$ cat src/rtl/branch_ctrl_pkg.sv
// Shared RISC-V branch constants: funct3 encodings and the branch controller FSM state encoding.
package branch_ctrl_pkg;

  localparam logic [2:0] F3_BEQ  = 3'b000;
  localparam logic [2:0] F3_BNE  = 3'b001;
  localparam logic [2:0] F3_BLT  = 3'b100;
  localparam logic [2:0] F3_BGE  = 3'b101;
  localparam logic [2:0] F3_BLTU = 3'b110;
  localparam logic [2:0] F3_BGEU = 3'b111;

  localparam int CNT_W = 4;

  typedef enum logic [1:0] {
    IDLE  = 2'd0,
    EVAL  = 2'd1,
    FLUSH = 2'd2
  } state_t;

  // funct3[1] separates the unsigned forms (BLTU/BGEU) from the signed ones.
  function automatic logic f3_unsigned(input logic [2:0] f3);
    return f3[1];
  endfunction

endpackage

$ cat src/rtl/branch_cond_decode.sv
// Combinational taken/illegal decode from funct3 and the comparator flags.
// Zero latency, no state, no backpressure.
module branch_cond_decode
  import branch_ctrl_pkg::*;
(
  input  logic [2:0] funct3,
  input  logic       beq,
  input  logic       blt,
  output logic       taken,
  output logic       illegal
);

  always_comb begin
    taken   = 1'b0;
    illegal = 1'b0;
    case (funct3)
      F3_BEQ:           taken = beq;
      F3_BNE:           taken = !beq;
      F3_BLT, F3_BLTU:  taken = blt;
      F3_BGE, F3_BGEU:  taken = !blt;
      default:          illegal = 1'b1;
    endcase
  end

endmodule

$ cat src/rtl/branch_ctrl.sv
// Branch resolution FSM: result strobe one cycle after EVAL, then FLUSH_CYCLES of squash when taken.
// req_ready is low in EVAL/FLUSH (requester holds). BRANCH_STATS_EN adds stat_total/stat_taken counters.
module branch_ctrl
  import branch_ctrl_pkg::*;
#(
  parameter int FLUSH_CYCLES = 2
) (
  input  logic        clk,
  input  logic        rst,
  input  logic        req_valid,
  output logic        req_ready,
  input  logic [2:0]  funct3,
  input  logic [31:0] rs1_val,
  input  logic [31:0] rs2_val,
  input  logic [31:0] pc,
  input  logic [31:0] imm,
  output logic        cmp_un,
  output logic [31:0] cmp_rr1,
  output logic [31:0] cmp_rr2,
  input  logic        cmp_beq,
  input  logic        cmp_blt,
  output logic        res_valid,
  output logic        res_taken,
  output logic [31:0] res_target,
  output logic        illegal,
  output logic        flush
`ifdef BRANCH_STATS_EN
  ,
  output logic [31:0] stat_total,
  output logic [31:0] stat_taken
`endif
);

  localparam bit             FLUSH_EN = (FLUSH_CYCLES > 0);
  localparam logic [CNT_W-1:0] CNT_LOAD = FLUSH_EN ? CNT_W'(FLUSH_CYCLES - 1) : '0;

  state_t           state_q, state_d;
  logic [CNT_W-1:0] cnt_q, cnt_d;

  logic [2:0]  f3_q;
  logic [31:0] rs1_q, rs2_q, pc_q, imm_q;

  logic        accept;
  logic        leave_eval;
  logic        dec_taken, dec_illegal;
  logic [31:0] target_sum;

  branch_cond_decode u_decode (
    .funct3  (f3_q),
    .beq     (cmp_beq),
    .blt     (cmp_blt),
    .taken   (dec_taken),
    .illegal (dec_illegal)
  );

  assign cmp_un     = f3_unsigned(f3_q);
  assign cmp_rr1    = rs1_q;
  assign cmp_rr2    = rs2_q;
  assign target_sum = pc_q + imm_q;

  assign req_ready  = (state_q == IDLE);
  assign flush      = (state_q == FLUSH);
  assign accept     = req_valid && req_ready;
  assign leave_eval = (state_q == EVAL);

  always_comb begin
    state_d = state_q;
    cnt_d   = cnt_q;
    case (state_q)
      IDLE: begin
        if (req_valid) state_d = EVAL;
      end
      EVAL: begin
        // Illegal encodings decode as not-taken, so they never enter FLUSH.
        if (dec_taken && FLUSH_EN) begin
          state_d = FLUSH;
          cnt_d   = CNT_LOAD;
        end else begin
          state_d = IDLE;
        end
      end
      FLUSH: begin
        if (cnt_q == '0) state_d = IDLE;
        else             cnt_d   = cnt_q - 1'b1;
      end
      default: begin
        state_d = IDLE;
        cnt_d   = '0;
      end
    endcase
  end

  always_ff @(posedge clk) begin
    if (rst) begin
      state_q <= IDLE;
      cnt_q   <= '0;
    end else begin
      state_q <= state_d;
      cnt_q   <= cnt_d;
    end
  end

  always_ff @(posedge clk) begin
    if (rst) begin
      f3_q  <= '0;
      rs1_q <= '0;
      rs2_q <= '0;
      pc_q  <= '0;
      imm_q <= '0;
    end else if (accept) begin
      f3_q  <= funct3;
      rs1_q <= rs1_val;
      rs2_q <= rs2_val;
      pc_q  <= pc;
      imm_q <= imm;
    end
  end

  // Result fields hold their value until the next strobe.
  always_ff @(posedge clk) begin
    if (rst) begin
      res_valid  <= 1'b0;
      res_taken  <= 1'b0;
      res_target <= '0;
      illegal    <= 1'b0;
    end else begin
      res_valid <= leave_eval;
      if (leave_eval) begin
        res_taken  <= dec_taken;
        res_target <= target_sum;
        illegal    <= dec_illegal;
      end
    end
  end

`ifdef BRANCH_STATS_EN
  always_ff @(posedge clk) begin
    if (rst) begin
      stat_total <= '0;
      stat_taken <= '0;
    end else if (leave_eval) begin
      stat_total <= stat_total + 32'd1;
      if (dec_taken) stat_taken <= stat_taken + 32'd1;
    end
  end
`endif

endmodule

$ cat config.mk
export PLATFORM = sky130hd
export DESIGN_NAME = branch_ctrl
export DESIGN_NICKNAME = d
export VERILOG_FILES = /design/src/rtl/branch_ctrl_pkg.sv /design/src/rtl/branch_cond_decode.sv /design/src/rtl/branch_ctrl.sv
export SDC_FILE = /design/constraint.sdc
export NUM_CORES = 1
export LEC_CHECK = 0
export CORE_MARGIN = 1.5
export CORE_UTILIZATION = 35
export CTS_CLUSTER_SIZE = 28
export DETAILED_ROUTE_END_ITERATION = 10
export SETUP_SLACK_MARGIN = 0.4
export SLEW_MARGIN = 20
export SYNTH_ARGS = -nofsm -noshare
export SYNTH_HDL_FRONTEND = slang
export SYNTH_SLANG_ARGS = --single-unit
$ cat constraint.sdc
create_clock -name clk -period 3.75 [get_ports clk]
set_input_delay 0.9375 -clock clk [delete_from_list [all_inputs] [get_ports clk]]
set_output_delay 0.9375 -clock clk [all_outputs]
set_load 0.005 [all_outputs]
# Yosys cells after proc, flatten, opt, wreduce, memory -nomap -nowiden
# Cells that the tools add are included.
[op_classes] addsub=2 multipliers=0 div=0 n_lt_le_gt_ge=0 n_eq_ne=11 shifts=0 mux=9 n_bitwise=1 n_reduce_logical=11
[op_table] cell="adder 32 bit" count=1
[op_table] cell="equality test 3 bit, second input constant" count=4
[op_table] cell="one-hot mux 4 bit (3 select lines)" count=1
[op_table] cell="two-way mux 4 bit" count=2
[op_table] cell="two-way mux 2 bit" count=3
[op_table] cell="one-hot mux 2 bit (3 select lines)" count=1
[op_table] cell="OR reduction 6 bit" count=1
[op_table] cell="zero test 4 bit" count=1
[op_table] cell="!= test 2 x 1 -> 1 bit, second input constant" count=2
[op_table] cell="!= test 2 bit, second input constant" count=2
[op_table] cell="one-hot mux 1 bit (4 select lines)" count=1
[op_table] cell="OR reduction 2 bit" count=2
[op_table] cell="subtractor 4 x 1 -> 4 bit, second input constant" count=1
[op_table] cell="equality test 3 x 1 -> 1 bit, second input constant" count=1
[op_table] cell="zero test 3 bit" count=1
[op_table] cell="AND reduction 3 bit" count=1
[op_table] cell="equality test 2 x 1 -> 1 bit, second input constant" count=1
[op_table] cell="equality test 2 bit, second input constant" count=1
[op_table] cell="zero test 1 bit" count=2
[op_table] cell="zero test 2 bit" count=1
[op_table] cell="AND reduction 2 bit" count=1
[op_table] cell="logical AND 1 bit" count=1
[op_table] cell="two-way mux 1 bit" count=1
[op_table] cell="NOT 1 bit" count=1
[word_totals] reg_bits=172 latch_bits=0 mem_bits_rw=0 mem_bits_ro=0 input_bits=136 output_inout_bits=102 elab_cells=45 n_memories=0

# Longest topological paths before layout
# Gate-level depths: netlist (run 1).
[logic_depth] depth_word=5 ltp_mapped=9 depth_no_buf=9

# Modules after synthesis
# Synthesis (run 1) repeated with hierarchy kept, for this count alone.
[unflattened] hier_cells=976 area_unflattened_um2=7714.9
[modules_own_cells] mod="branch_ctrl" instances=1 cells_each=971 area_each_um2=7678.6 seq_area_each_um2=3443.3
[modules_own_cells] mod="branch_cond_decode" instances=1 cells_each=5 area_each_um2=36.3 seq_area_each_um2=0.0

# Least setup slack after synthesis (run 1)
# OpenSTA, ideal clock, no wires.
[synth_timing] kind="input-to-reg" start="input cmp_beq" end="register cnt_q[3]" setup_time_ps=70 arrival_ps=2282 required_ps=3680 path_slack_ps=1398 cell_stages=6 path_buffers=0 cell_sequence="xnor2_1 > nor3_1 > a21oi_1 > a221o_1 > or4b_1 > a21oi_1"
[synth_between] elab_chain_len=4
[synth_rtl] item="from (decl)" line="branch_ctrl.sv:20" rtl="input logic cmp_beq,"
[synth_rtl] item="zero test 1 bit" line="branch_cond_decode.sv:18" rtl="F3_BNE: taken = !beq;"
[synth_rtl] item="one-hot mux 1 bit (4 select lines) (*)" line="branch_cond_decode.sv:16" rtl="case (funct3)"
[synth_rtl] item="!= test 2 x 1 -> 1 bit (no line) (*)"
[synth_rtl] item="AND reduction 3 bit (no line) (*)"
[synth_rtl] item="to (signal assigned)" line="branch_ctrl.sv:99" rtl="cnt_q <= cnt_d;"
[synth_rtl] item="to (decl)" line="branch_ctrl.sv:38" rtl="logic [CNT_W-1:0] cnt_q, cnt_d;"
# Mark *: on every way between the ends. The rest lies on a longest branch, timed or not.
# A chain may end at the register's enable or synchronous reset.

# Worst setup path in the final report (run 1)
[layout_timing] start="register pc_q[0]" end="register res_target[22]"
[layout_between] elab_chain_len=1
[layout_rtl] item="from (decl)" line="branch_ctrl.sv:41" rtl="logic [31:0] rs1_q, rs2_q, pc_q, imm_q;"
[layout_rtl] item="from (signal assigned)" line="branch_ctrl.sv:114" rtl="pc_q <= pc;"
[layout_rtl] item="adder 32 bit" line="branch_ctrl.sv:59" rtl="assign target_sum = pc_q + imm_q;"
[layout_rtl] item="to (signal assigned)" line="branch_ctrl.sv:130" rtl="res_target <= target_sum;"
[layout_rtl] item="to (decl)" line="branch_ctrl.sv:24" rtl="output logic [31:0] res_target,"
# No other way between the ends.

==> metrics.txt, run 1 <==
status complete, but fails checks; failing checks DRC; Tcrit/Tclk final 0.734; total grt overflow 0; leakage dissipation ~0.0042 uW; type of destination of the critical path register; hold path cells 2; initial antenna violation count 0; setup_tns 0 ns; first-pass GRT wire length approximately 37 mm; Slowest-stage cell, CP a2111oi_0; Worst Hold Endpoint cmp_rr1[16]; Yosys reg bits 172; Starting DRT DRC Count 444; sequential power share 0.429; Slew @ Worst Pin 0.881 ns; WP data required between 4 and 5 ns; chip width about 150 um; slew margin rel. 0.412; post-route ant nets 0; CP Class register to register; max-slew violations 0; Core Util, Final 0.505; asr flop ratio synth 0; clock group share of total power 0.394; Die Height 153 um; Core Footprint around 22000 sq um; TritonCTS clock tree yes; crit path buf inv count 0; top cells by area, synth dfxtp_1 44%, nand2_1 14%, a21oi_1 11%; Setup Skew ~0.012 ns; Reg2Reg Depth 9; Final Hold Fails 0; highest cell delay on the worst timing path a little under 0.7 ns; Worst setup SP type register; Post-CTS Setup Bufs 0; Multi-input gate area 4170 sq um; reg2reg end res_target[22]; Layout Cells excl Fill 1499; root buf cell clkbuf_16; Seq/Total Area, Yosys 0.437; Total Power 4700 uW; vias in the first global route roughly 7300; residual DRC count 21; area grow syn2layout 40.6%; most frequent cell after synthesis nand2_1; fraction of layout cells with a size suffix above 1 0.0451; Comb pwr share 0.177; Die ar. ~23000 sq um; Pre-antenna DRT Iters 8; CP Max Fanout 6; Mapped Cells approximately 1000; Reg2Reg Setup Slack roughly 1.0 ns; worst-path cell chain ha_1 -> fa_1 -> a21oi_1 -> nand4b_1 -> a2111oi_0 -> o211ai_1 -> o21ai_2 -> nor3_1 -> a211o_1; Worst-path clk slew roughly 0.07 ns; launch point of the worst reg-to-reg path pc_q[0]; Synth top area share 0.437; wire per inst 15.0 um; Final setup viols 0; Unique masters post-synth 60; routed vias between 7000 and 8000; TritonCTS buffer count 17; Mapped Avg Cell Area 7.85 sq um; sequential standard cell area 3440 sq um; worst-skew pair later-pin latency 0.43 ns; DP Cell Count 1467; Pwr Density between 400 and 500 nW/um^2; hpwl dp 15.6 mm; unrepaired setup endpoints after global routing false; Vias/cell between 4 and 5; Post-Syn Nets about 1200; hold crit path type register to register; FP Rows 54; Net count, final between 1000 and 1500; f_max around 360 MHz; Ys Warns 0; routability congestion estimate between 0.8 and 0.9; Synth Flop Type dfxtp_1; H-tree depth 4; # fillers between 2000 and 2500; Ant. Diodes 0; commonest cells in the netlist 297 x nand2_1, 179 x a21oi_1, 172 x dfxtp_1; post-CTS sizing 0; IO buf count 237; post-layout minimum cycle time 2.75 ns; max-cap viol count 0; I/O pin count about 240; Int Power 3440 uW; Arr. time, crit path between 3 and 4 ns; area leader, netlist dfxtp_1; # hold bufs at CTS 0; NetSw 1270 uW; total clock sinks between 150 and 200; Initial Util 0.359; mapped cell area slightly below 8000 sq um; Switching Fraction 0.270; VDD IR-drop max between 0.0002 and 0.0003 V; Post-synth EDFFs 0; WL final around 22 mm; CP top delay family compound AO/OA/AOI/OAI gates; GRT Util Overall 0.195; CTS max path bufs 2; hold path start cmp_rr1[16]; largest net degree at the start of global routing between 150 and 200
## worst max path at each step
stage                       start              to  slack (ns)  cells past startpoint
after floorplan           cmp_beq        cnt_q[3]        1.40                      6
after global placement    cmp_beq        cnt_q[3]        0.78                      7
after global routing      pc_q[0]  res_target[22]        0.74                      9
after CTS                 pc_q[0]  res_target[22]        1.02                      9
final                     pc_q[0]  res_target[22]         1.0                      9
after detailed placement  cmp_beq        cnt_q[3]        0.77                      7
## power by group through the flow
stage	Clock (uW)	Sequential [uW]	Combinational, uW
floorplan	0	2050	421
global placement	0	2050	835
detailed placement	0	2060	839
CTS	1910	2020	844
global route	1980	2030	928
finish	1850	2020	834
## state kept, by name, indices dropped and copies added, names as in the netlist
register and flops:
cmp_rr1 32, imm_q 32, cnt_q 4, f3_q 3, res_taken 1, res_valid 1, pc_q 32, state_q 2
res_target 32, illegal 1, cmp_rr2 32
## cell families after synthesis
kind of cell,count (synthesis),synth area share
simple gates,416,0.233
buf+inv,76,0.0362
compound gates,279,0.207
flops,172,0.437
xor+xnor,14,0.0156
mux,11,0.0140
fa+ha+maj,36,0.0581
## placed cells by master, fill, tap and decap left out, drive strengths merged, types with 3 or more instances in the layout
cell / instances
bufinv: 3
or4b: 3
a2111o: 3
or3b: 4
a21oi: 179
o21ai: 31
o221ai: 3
buf: 7
clkbuf: 18
nor3b: 9
ha: 35
nor2: 28
nand2b: 13
clkdlybuf4s50: 236
mux2i: 11
nor3: 6
a211oi: 9
and3: 8
nand2: 297
nand4: 5
o21a: 3
a221o: 3
nor2b: 4
inv: 21
or3: 5
xor2: 6
o21bai: 7
dfxtp: 172
and2: 6
clkinv: 5
o211ai: 7
a21o: 11
nand3: 13
a211o: 5
xnor2: 8
nand3b: 4
## final cells by class
class                   instances  share of cell area
clock buffers                  18              0.0387
clock inverters                14              0.0166
inverters                      16             0.00542
multi-input cells             756               0.376
flip-flops and latches        172               0.311
well taps                     280              0.0316
repair buffers                243               0.221
## metrics by stage
step / area [sq um] / setup WS (ns) / hold slack (ns)
after CTS: 11100 / 1.02 / 0.455
after floorplan: 7880 / 1.40 / 0.440
final: 11100 / 0.998 / 0.452
after global routing: 11100 / 0.738 / 0.475
after detailed placement: 10500 / 0.772 / 0.446
after global placement: 10500 / 0.779 / 0.441
## per-layer routing
layer	part of all wire	GRT usage
met4	0.0073	0.0425
met5	0	0
met2	0.44	0.309
met1	0.46	0.256
met3	0.085	0.0652
## worst reg2reg max path, delay by kind of cell, from the launching register on
kind | cells | cell delay [ns]
AOI/OAI and AO/OA | 5 | 1.47
adders and majority gates | 2 | 0.45
and+or+nand+nor | 2 | 0.37
DFF | 1 | 0.34
No activity file was read; power rests on OpenSTA's default activity.
==> run 2: changes to the inputs <==
==> constraint.sdc (replaced) <==
create_clock -name clk -period 2.49 [get_ports clk]
set_input_delay 0.6225 -clock clk [delete_from_list [all_inputs] [get_ports clk]]
set_output_delay 0.6225 -clock clk [all_outputs]
set_load 0.005 [all_outputs]
==> run 2 against run 1 <==
Compared with the run above: the flow still finishes with violations (DRC); cell area grew 7.2%; total power grew 56%; global-route usage is 0.40 points higher; highest routed layer unchanged.
==> metrics.txt, run 2 (synthesized netlist as in run 1, its figures left out) <==
status complete, but fails checks; failing checks DRC; Final setup viols 0 (unchanged); area grow syn2layout 50.7%; GRT Util Overall 0.199 (+0.00399); Arr. time, crit path 2.78 ns (-0.29 ns); hold path start cmp_rr2[9]; Pwr Density 617 nW/um^2 (+45%); max-cap viol count 0 (unchanged); TritonCTS buffer count 17 (unchanged); Vias/cell 4.99 (about the same); Tcrit/Tclk final 0.972 (+0.238); Worst setup SP type register; DP Cell Count 1485 (+1.2%); IO buf count 237 (unchanged); wire per inst 15.1 um (+0.63%); I/O pin count 238 (unchanged); # hold bufs at CTS 0 (unchanged); Worst-path clk slew 0.07 ns (about the same); Reg2Reg Setup Slack 0.07 ns (-0.93 ns); # fillers 2083 (-3.2%); Die ar. 23400 sq um (unchanged); slew margin rel. 0.485 (+0.0723); fraction of layout cells with a size suffix above 1 0.122 (+0.0767); total grt overflow 0 (unchanged); highest cell delay on the worst timing path 0.36 ns (-0.33 ns); post-route ant nets 0 (unchanged); Setup Skew 0.0128 ns (+0.000438 ns); vias in the first global route 7354 (+1.4%); Ant. Diodes 0 (unchanged); Reg2Reg Depth 10 (+1); Die Height 153 um (unchanged); Initial Util 0.359 (unchanged); worst-skew pair later-pin latency 0.43 ns (about the same); largest net degree at the start of global routing 83 (-54%); Placement Setup Slack -0.0327 ns (-0.804 ns); reg2reg end res_target[10]; final worst setup slack 0.0700 ns (-0.928 ns); Pre-antenna DRT Iters 9 (+1); worst-path cell chain ha_4 -> fa_2 -> a21oi_2 -> nand4b_1 -> buf_4 -> nand2_2 -> a31o_4 -> a21o_1 -> a2111o_1 -> o221ai_1; WP data required 2.85 ns (-1.22 ns); Slew @ Worst Pin 0.773 ns (-0.109 ns); first-pass GRT wire length 37.8 mm (+2.6%); unrepaired setup endpoints after global routing true; chip width 153 um (unchanged); CP top delay family compound AO/OA/AOI/OAI gates; CTS max path bufs 2 (unchanged); CP Class register to register; type of destination of the critical path register; leakage dissipation 0.00451 uW (+6.9%); commonest non-fill, non-tap cells in the layout 295 x nand2_1, 233 x clkdlybuf4s50_1, 171 x a21oi_1, 161 x dfxtp_1, 31 x buf_4; hold crit path type register to register; VDD IR-drop max 0.000462 V (+66%); FP Rows 54 (unchanged); H-tree depth 4 (unchanged); CP Max Fanout 3 (-3); Total Power 7330 uW (+56%); Worst Hold Endpoint cmp_rr2[9]; Final Hold Slack 0.453 ns (+0.000411 ns); WL final 23.2 mm (+3.1%); Starting DRT DRC Count 431 (-2.9%); root buf cell clkbuf_16; post-layout minimum cycle time 2.42 ns (-0.332 ns); initial antenna violation count 0 (unchanged); hpwl dp 16.3 mm (+5.0%); crit path buf inv count 1 (+1); routability congestion estimate 0.875 (+7.6%); Final Hold Fails 0 (unchanged); Slowest-stage cell, CP a2111o_1; residual DRC count 20 (-4.8%); Core Footprint 22000 sq um (unchanged); Layout Cells excl Fill 1536 (+2.5%); TritonCTS clock tree yes; commonest non-fill, non-tap cell in the layout nand2_1; total clock sinks 172 (unchanged); Net count, final 1415 (+2.7%); f_max 413 MHz (+14%); hold path cells 2 (unchanged); max-slew violations 0 (unchanged); routed vias 7669 (+2.4%); launch point of the worst reg-to-reg path pc_q[0]
run 2: cell types whose count changed in the layout (fill, tap and decap cells not counted), sizes merged:
cell | before | now
buf | 7 | 44
clkdlybuf4s50 | 236 | 233
clkbuf | 18 | 20
clkinv | 5 | 3
inv | 21 | 19
bufinv | 3 | 4
clkdlybuf4s15 | 0 | 1
clkinvlp | 1 | 2
dlygate4sd2 | 0 | 1
dlymetal6s2s | 0 | 1
run 2: worst max path at each step:
stage,endpoint,cells past startpoint,start
4_1_cts,res_target[30],8,pc_q[7]
5_1_grt,res_target[31],8,imm_q[1]
2_1_floorplan,res_target[31],8,pc_q[1]
3_5_place_dp,cnt_q[3],7,cmp_beq
3_3_place_gp,cnt_q[3],7,cmp_beq
6_report,res_target[10],10,pc_q[0]
run 2: final cells by class:
class                      instances  area (sq um)  share of cell area
clock buffer                      20           447              0.0376
clock inverter                    12           186              0.0157
inverter                          16          60.1             0.00506
multi-input combinational        756          4590               0.386
sequential                       172          3460               0.291
tap                              280           350              0.0295
timing repair buffer             280          2790               0.235
run 2: where the power goes:
part           leakage (uW)  switching, uW  internal, uW
Sequential          0.00141            111          2940
Clock              0.000303           1150          1720
Combinational       0.00279            670           733
run 2: what timing repair did:
| item | in CTS | in global routing |
|---|---|---|
| buffers inserted | 13 | 6 |
| gates resized for setup | 58 | 34 |
| setup endpoints to repair | 25 | 29 |
| pin swaps | 26 | 20 |
run 2: routing by layer:
metal | vias to the layer above | global-route usage | routed length [um]
met5 | - | 0 | 0
met4 | 0 | 0.0612 | 376
met1 | 3487 | 0.256 | 10600
li1 | 3918 | - | -
met3 | 26 | 0.0638 | 1820
met2 | 238 | 0.316 | 10400
run 2: worst register-to-register path: stages (launching register included):
cell      delay, ns
dfxtp_2        0.34
ha_4           0.17
fa_2           0.35
a21oi_2        0.16
nand4b_1       0.26
buf_4          0.17
nand2_2        0.06
a31o_4         0.25
a21o_1         0.16
a2111o_1       0.36
o221ai_1       0.07
run 2: per-stage QoR:
| stage | TNS [ns] | util | cell area [sq um] |
|---|---|---|---|
| 2_1_floorplan | 0 | - | 7940 |
| 3_3_place_gp | -0.0123 | 0.487 | 10700 |
| 3_5_place_dp | -0.0767 | 0.487 | 10700 |
| 4_1_cts | 0 | 0.532 | 11700 |
| 5_1_grt | -0.0210 | 0.541 | 11900 |
| 6_report | 0 | 0.541 | 11900 |
